$ cat src/rtl/xnor_pkg.sv
// Shared types and helpers for the streaming XNOR correlator.
package xnor_pkg;

   typedef enum logic [1:0] {
      EMPTY   = 2'd0,
      FILLING = 2'd1,
      FULL    = 2'd2
   } fill_state_t;

   function automatic int score_width(input int w);
      return $clog2(w + 1);
   endfunction

endpackage

$ cat src/rtl/xnor_popcount.sv
// Combinational agreement counter: bitwise XNOR of a and b, then popcount.
module xnor_popcount
   import xnor_pkg::*;
#(
   parameter int WIDTH = 8
) (
   input  logic [WIDTH-1:0]             a,
   input  logic [WIDTH-1:0]             b,
   output logic [$clog2(WIDTH+1)-1:0]   count
);

   localparam int SW = score_width(WIDTH);

   logic [WIDTH-1:0] agree_s;

   // XNOR then sum each agreeing bit at full score width
   always_comb begin
      agree_s = ~(a ^ b);
      count   = '0;
      for (int i = 0; i < WIDTH; i++) begin
         count = count + SW'(agree_s[i]);
      end
   end

endmodule

$ cat src/rtl/xnor_correlator.sv
// Streaming XNOR correlator: serial window vs. programmable pattern with
// registered agreement score, threshold match and saturating match counter.
module xnor_correlator
   import xnor_pkg::*;
#(
   parameter int WIDTH  = 8,
   parameter int THRESH = WIDTH,
   parameter int CNT_W  = 16
) (
   input  logic                         clk,
   input  logic                         rst_n,
   input  logic                         clear,
   input  logic                         pattern_load,
   input  logic [WIDTH-1:0]             pattern_in,
   input  logic                         in_valid,
   input  logic                         in_bit,
   output logic                         out_valid,
   output logic [$clog2(WIDTH+1)-1:0]   score,
   output logic                         match,
   output logic [CNT_W-1:0]             match_count,
   output logic                         window_full
);

   localparam int             SW       = score_width(WIDTH);
   localparam logic [SW-1:0]  WIDTH_C  = SW'(WIDTH);
   localparam logic [SW-1:0]  THRESH_C = SW'(THRESH);
   localparam logic [CNT_W-1:0] CNT_MAX = {CNT_W{1'b1}};

   fill_state_t       state_r, state_s;
   logic [SW-1:0]     fill_r, fill_s;
   logic [WIDTH-1:0]  win_r, win_s, pat_r;
   logic [SW-1:0]     agree_s;
   logic              accept_s, emit_s, match_s;

   assign accept_s = in_valid & ~clear;
   assign win_s    = {win_r[WIDTH-2:0], in_bit};
   assign match_s  = (agree_s >= THRESH_C);

   // Scores the window including the incoming bit against the current pattern
   xnor_popcount #(.WIDTH(WIDTH)) u_popcount (
      .a     (win_s),
      .b     (pat_r),
      .count (agree_s)
   );

   // Fill-state next-state logic; emit when an accept leaves the window full
   always_comb begin
      state_s = state_r;
      fill_s  = fill_r;
      emit_s  = 1'b0;
      if (clear) begin
         state_s = EMPTY;
         fill_s  = '0;
      end else if (in_valid) begin
         case (state_r)
            EMPTY: begin
               fill_s  = SW'(1);
               state_s = FILLING;
            end
            FILLING: begin
               fill_s = fill_r + SW'(1);
               if (fill_s == WIDTH_C) begin
                  state_s = FULL;
               end else begin
                  state_s = FILLING;
               end
            end
            FULL: begin
               state_s = FULL;
            end
            default: begin
               state_s = EMPTY;
               fill_s  = '0;
            end
         endcase
         emit_s = (state_s == FULL);
      end else begin
         emit_s = 1'b0;
      end
   end

   // State, fill counter, window and pattern registers
   always_ff @(posedge clk or negedge rst_n) begin
      if (!rst_n) begin
         state_r     <= EMPTY;
         fill_r      <= '0;
         win_r       <= '0;
         pat_r       <= '0;
         window_full <= 1'b0;
      end else begin
         state_r     <= state_s;
         fill_r      <= fill_s;
         window_full <= (state_s == FULL);
         if (pattern_load) begin
            pat_r <= pattern_in;
         end else begin
            pat_r <= pat_r;
         end
         if (clear) begin
            win_r <= '0;
         end else if (accept_s) begin
            win_r <= win_s;
         end else begin
            win_r <= win_r;
         end
      end
   end

   // Registered outputs; score deliberately holds when no pulse is issued
   always_ff @(posedge clk or negedge rst_n) begin
      if (!rst_n) begin
         out_valid   <= 1'b0;
         score       <= '0;
         match       <= 1'b0;
         match_count <= '0;
      end else if (clear) begin
         out_valid   <= 1'b0;
         match       <= 1'b0;
         match_count <= '0;
      end else if (emit_s) begin
         out_valid <= 1'b1;
         score     <= agree_s;
         match     <= match_s;
         if (match_s && (match_count != CNT_MAX)) begin
            match_count <= match_count + CNT_W'(1);
         end else begin
            match_count <= match_count;
         end
      end else begin
         out_valid <= 1'b0;
         match     <= 1'b0;
      end
   end

endmodule

$ cat config.mk
export PLATFORM = sky130hd
export DESIGN_NAME = xnor_correlator
export DESIGN_NICKNAME = d
export VERILOG_FILES = /design/src/rtl/xnor_pkg.sv /design/src/rtl/xnor_popcount.sv /design/src/rtl/xnor_correlator.sv
export SDC_FILE = /design/constraint.sdc
export NUM_CORES = 1
export LEC_CHECK = 0
export ABC_AREA = 1
export BUFFER_PORTS_ARGS = -buffer_cell sky130_fd_sc_hd__buf_2
export CORE_UTILIZATION = 30
export DETAILED_ROUTE_END_ITERATION = 16
export PLACE_DENSITY = 0.49
export SYNTH_ARGS = -nofsm -noshare
export SYNTH_HDL_FRONTEND = slang
export SYNTH_SLANG_ARGS = --single-unit
$ cat constraint.sdc
create_clock -name clk -period 8.1 [get_ports clk]
set_clock_uncertainty 0.05 [all_clocks]
set_input_delay 0.81 -clock clk [delete_from_list [all_inputs] [get_ports clk]]
set_output_delay 0.81 -clock clk [all_outputs]
set_load 0.01 [all_outputs]
==> impl_metrics.ini <==
[critical_path]
setup.worst_path.end_class = flop
ff_to_ff_path_depth = 16
setup.reg_to_reg.worst_slack_ps = 4550
r2r-start = pat_r[0]
maximum_fanout_along_the_worst_path = 16
top_family_by_delay_on_critical_path = adder cells
critical_path.n_buffers_inverters = 5
cp_cell_sequence = buf_2, xnor2_1, ha_1, inv_1, fa_1, inv_1, fa_1, fa_1, nand2_1, inv_1, o21ai_0, nor2_1, nand2_2, inv_2, nand2_4, nand3_1, nand2_1
critical_path.endpoint = match_count[0]
worstSetupStartpointType = primary input
worst-endpoint-required_ps = 8300
cp-startpoint = in_bit
critical_path_arrival_ps = 3950
cp.depth = 17
crit_path_slowest_cell = fa_1
critPathKind = in2reg
worst_stage_delay_on_the_critical_path_ps = 530
worst_r2r_endpoint = match_count[0]

[placement]
hpwl_microns = 3860
port_buffers = 36
place_congestion = 0.786

[power]
power_report.internal_total_w = 0.000351
switching_power_as_a_share_of_total_power_pct = 27.2
switching_power_w = 0.000131
power_density_nw_per_um2 = 165
seq_power_share_pct = 47.8
share_comb_of_total_power_pct = 15.3
max-vdd-ir-drop_mv = 0.0954
clockPowerShare_pct = 36.9
static-leakage-power_nw = 1.50

[layout]
antenna_cells = 0
layout.nets = 351
drive_above_1_share_pct = 23.5
synthToLayoutAreaGrowth_pct = 14.9
final.fill_count = 882

[clock_tree]
tritoncts.num_buffers = 5
cts_buffer_depth = 2
ctsResizeCount = 0
clock_tree_from_tritoncts = done
h-tree-depth = 2
insertion_delay_to_the_later_sink_of_the_worst_skew_pair_ps = 310
clk_pin_slew_worst_paths_ps = 90
cts_hold_repair.buffers = 0
clkSinkCount = 44
cts_root_buffer = clkbuf_8
post_cts_buffers = 0

[floorplanning]
fp.dieArea_sq_um = 8860
die_width_microns = 94.2
core-area_sq_um = 8220
num_io_pins = 37
floorplan.rows = 33
die_height_microns = 94.2
initial_core_util_pct = 31.0

[synthesis]
syn_inst = 289
ys_seq_area_share_pct = 43.2
yosysWarnings = 0
netlist_area_sq_um = 2550
synth.avg_cell_area_sq_um = 8.81
register_bit_count_reported_by_yosys = 44
syn-num-nets = 313
netlist-cell-type-count = 29

[sta]
holdWs_ps = 425
unrepaired_setup_endpoints_after_global_routing = false
final_period_demand_of_the_worst_path_ps = 3750
timing_hold_violations_final = 0
final_critical_path_share_of_the_clock_period_pct = 46.3
tns_ps = 0
setup-violations-final = 0
final_max_slew_viol_count = 0
timing.slew.headroom_pct = 32.5
timing_worst_slew_pin_value_ps = 1010
achievable-frequency_ghz = 0.267

[route]
detail_route.iter0.violations = 75
ant_nets = 0
routed_wl_microns = 5390
wl_per_cell_microns = 12.4
detail_route.first_pass.iterations = 4
num_vias = 2008
drt_drc_violations_left = 0
vias_per_cell = 4.64

[global_route]
grt_first_pass_wirelength_microns = 9290
grt_antenna_before_repair = 0
grt_max_degree = 45
grt_util_all_layers_pct = 13.5
via_count_of_the_first_global_routing_pass = 2005
global_route.overflow_total = 0

[status]
outcome = complete, no violations

[min_path]
worstHoldPathType = reg2reg

[job]
drv.max_cap_violation_count = 0
-- power groups by stage --
stage	combinational [W]	clock (W)	sequential (W)
finish	0.0000737	0.000178	0.000230
global route	0.0000889	0.000193	0.000231
CTS	0.0000765	0.000184	0.000231
detailed placement	0.0000764	0	0.000235
global placement	0.0000742	0	0.000235
floorplan	0.0000537	0	0.000234
-- logic make-up (layout without fill, tap and decap cells) --
family                     after synthesis  in the layout  synth area share, %
DFF                                     44             44                 43.2
and+or+nand+nor                        142            142                 27.7
buffers and inverters                   46             85                 8.01
muxes                                    8              8                 3.54
xor gates and xnor gates                18             18                 6.19
AOI/OAI and AO/OA                       21             21                 5.26
adders and majority gates               10             10                 6.09
-- worst register-to-register path, stage by stage, from the launching register on --
cell     delay (ps)
dfrtp_1         400
xnor2_1         140
ha_1            280
inv_1            50
fa_1            530
inv_1            60
fa_1            500
fa_1            480
nand2_1          90
inv_1            30
o21ai_0         250
nor2_1           90
nand2_2         110
inv_2            50
nand2_4         210
nand3_1         110
nand2_1          70
-- cell usage after synthesis, drive strengths merged --
| cell | number | area share [%] |
|---|---|---|
| a21oi | 2 | 0.83 |
| a31oi | 1 | 0.25 |
| buf | 3 | 1.7 |
| clkbuf | 3 | 0.44 |
| clkinv | 1 | 0.15 |
| dfrtp | 44 | 43 |
| fa | 4 | 3.1 |
| ha | 6 | 2.9 |
| inv | 39 | 5.7 |
| mux2 | 8 | 3.5 |
| nand2 | 71 | 11 |
| nand3 | 39 | 9.6 |
| nand4 | 9 | 2.5 |
| nor2 | 23 | 4.4 |
| o2111ai | 1 | 0.34 |
| o21ai | 9 | 1.8 |
| o21bai | 2 | 0.59 |
| o22ai | 6 | 1.5 |
| xnor2 | 8 | 2.8 |
| xor2 | 10 | 3.4 |
-- worst min path at each step --
| stage | depth (start not counted) | slack (ps) | startpoint | end |
|---|---|---|---|---|
| 2_1_floorplan | 2 | 420 | win_r[6] | win_r[6] |
| 3_3_place_gp | 2 | 410 | score[0] | score[0] |
| 3_5_place_dp | 2 | 410 | score[0] | score[0] |
| 4_1_cts | 2 | 430 | score[0] | score[0] |
| 5_1_grt | 2 | 450 | score[0] | score[0] |
| 6_report | 2 | 430 | score[0] | score[0] |
-- sequential cells by signal, summed over array words and instances (netlist names) --
| signal | count |
|---|---|
| match_count | 16 |
| pat_r | 8 |
| win_r | 7 |
| fill_r | 4 |
| score | 4 |
| state_r | 2 |
| match | 1 |
| out_valid | 1 |
| window_full | 1 |
-- area by class of cell --
type                            count  area [sq um]  area share, %
Multi-Input combinational cell    199          1240           42.4
Sequential cell                    44          1100           37.6
Timing Repair Buffer               37           188           6.41
Inverter                           40           150           5.13
Tap cell                          105           131           4.49
Clock buffer                        5          68.8           2.35
Clock inverter                      3          46.3           1.58
-- placed cells by master, fill, tap and decap left out, types with 2 or more instances in the layout --
cell       n
nand2_1   65
dfrtp_1   44
inv_1     37
buf_2     36
nand3_1   29
nor2_1    19
xor2_1    10
nand3_2   10
o21ai_0    9
xnor2_1    8
nand4_1    8
mux2_2     8
o22ai_1    6
ha_1       6
nand2_2    5
clkbuf_8   5
fa_1       4
nor2_4     3
inv_2      2
o21bai_1   2
-- routing by layer --
metal | vias up | part of all wire, % | track usage, %
met5 | - | 0 | 0
li1 | 1006 | - | -
met2 | 34 | 49 | 23.6
met4 | 0 | 1.3 | 3.72
met3 | 6 | 3.5 | 3.32
met1 | 962 | 46 | 16.4
-- per-stage QoR --
step                      power [W]  setup slack, ps  instances  util [%]  area (sq um)
after floorplan            0.000288             4360        289         -          2550
after global placement     0.000309             4070        425      34.2          2810
after detailed placement   0.000311             4000        425      34.2          2810
after CTS                  0.000491             4340        433      35.6          2930
after global routing       0.000513             4060        433      35.6          2930
final                      0.000482             4350        433      35.6          2930
Power figures use the tool's default switching activity.
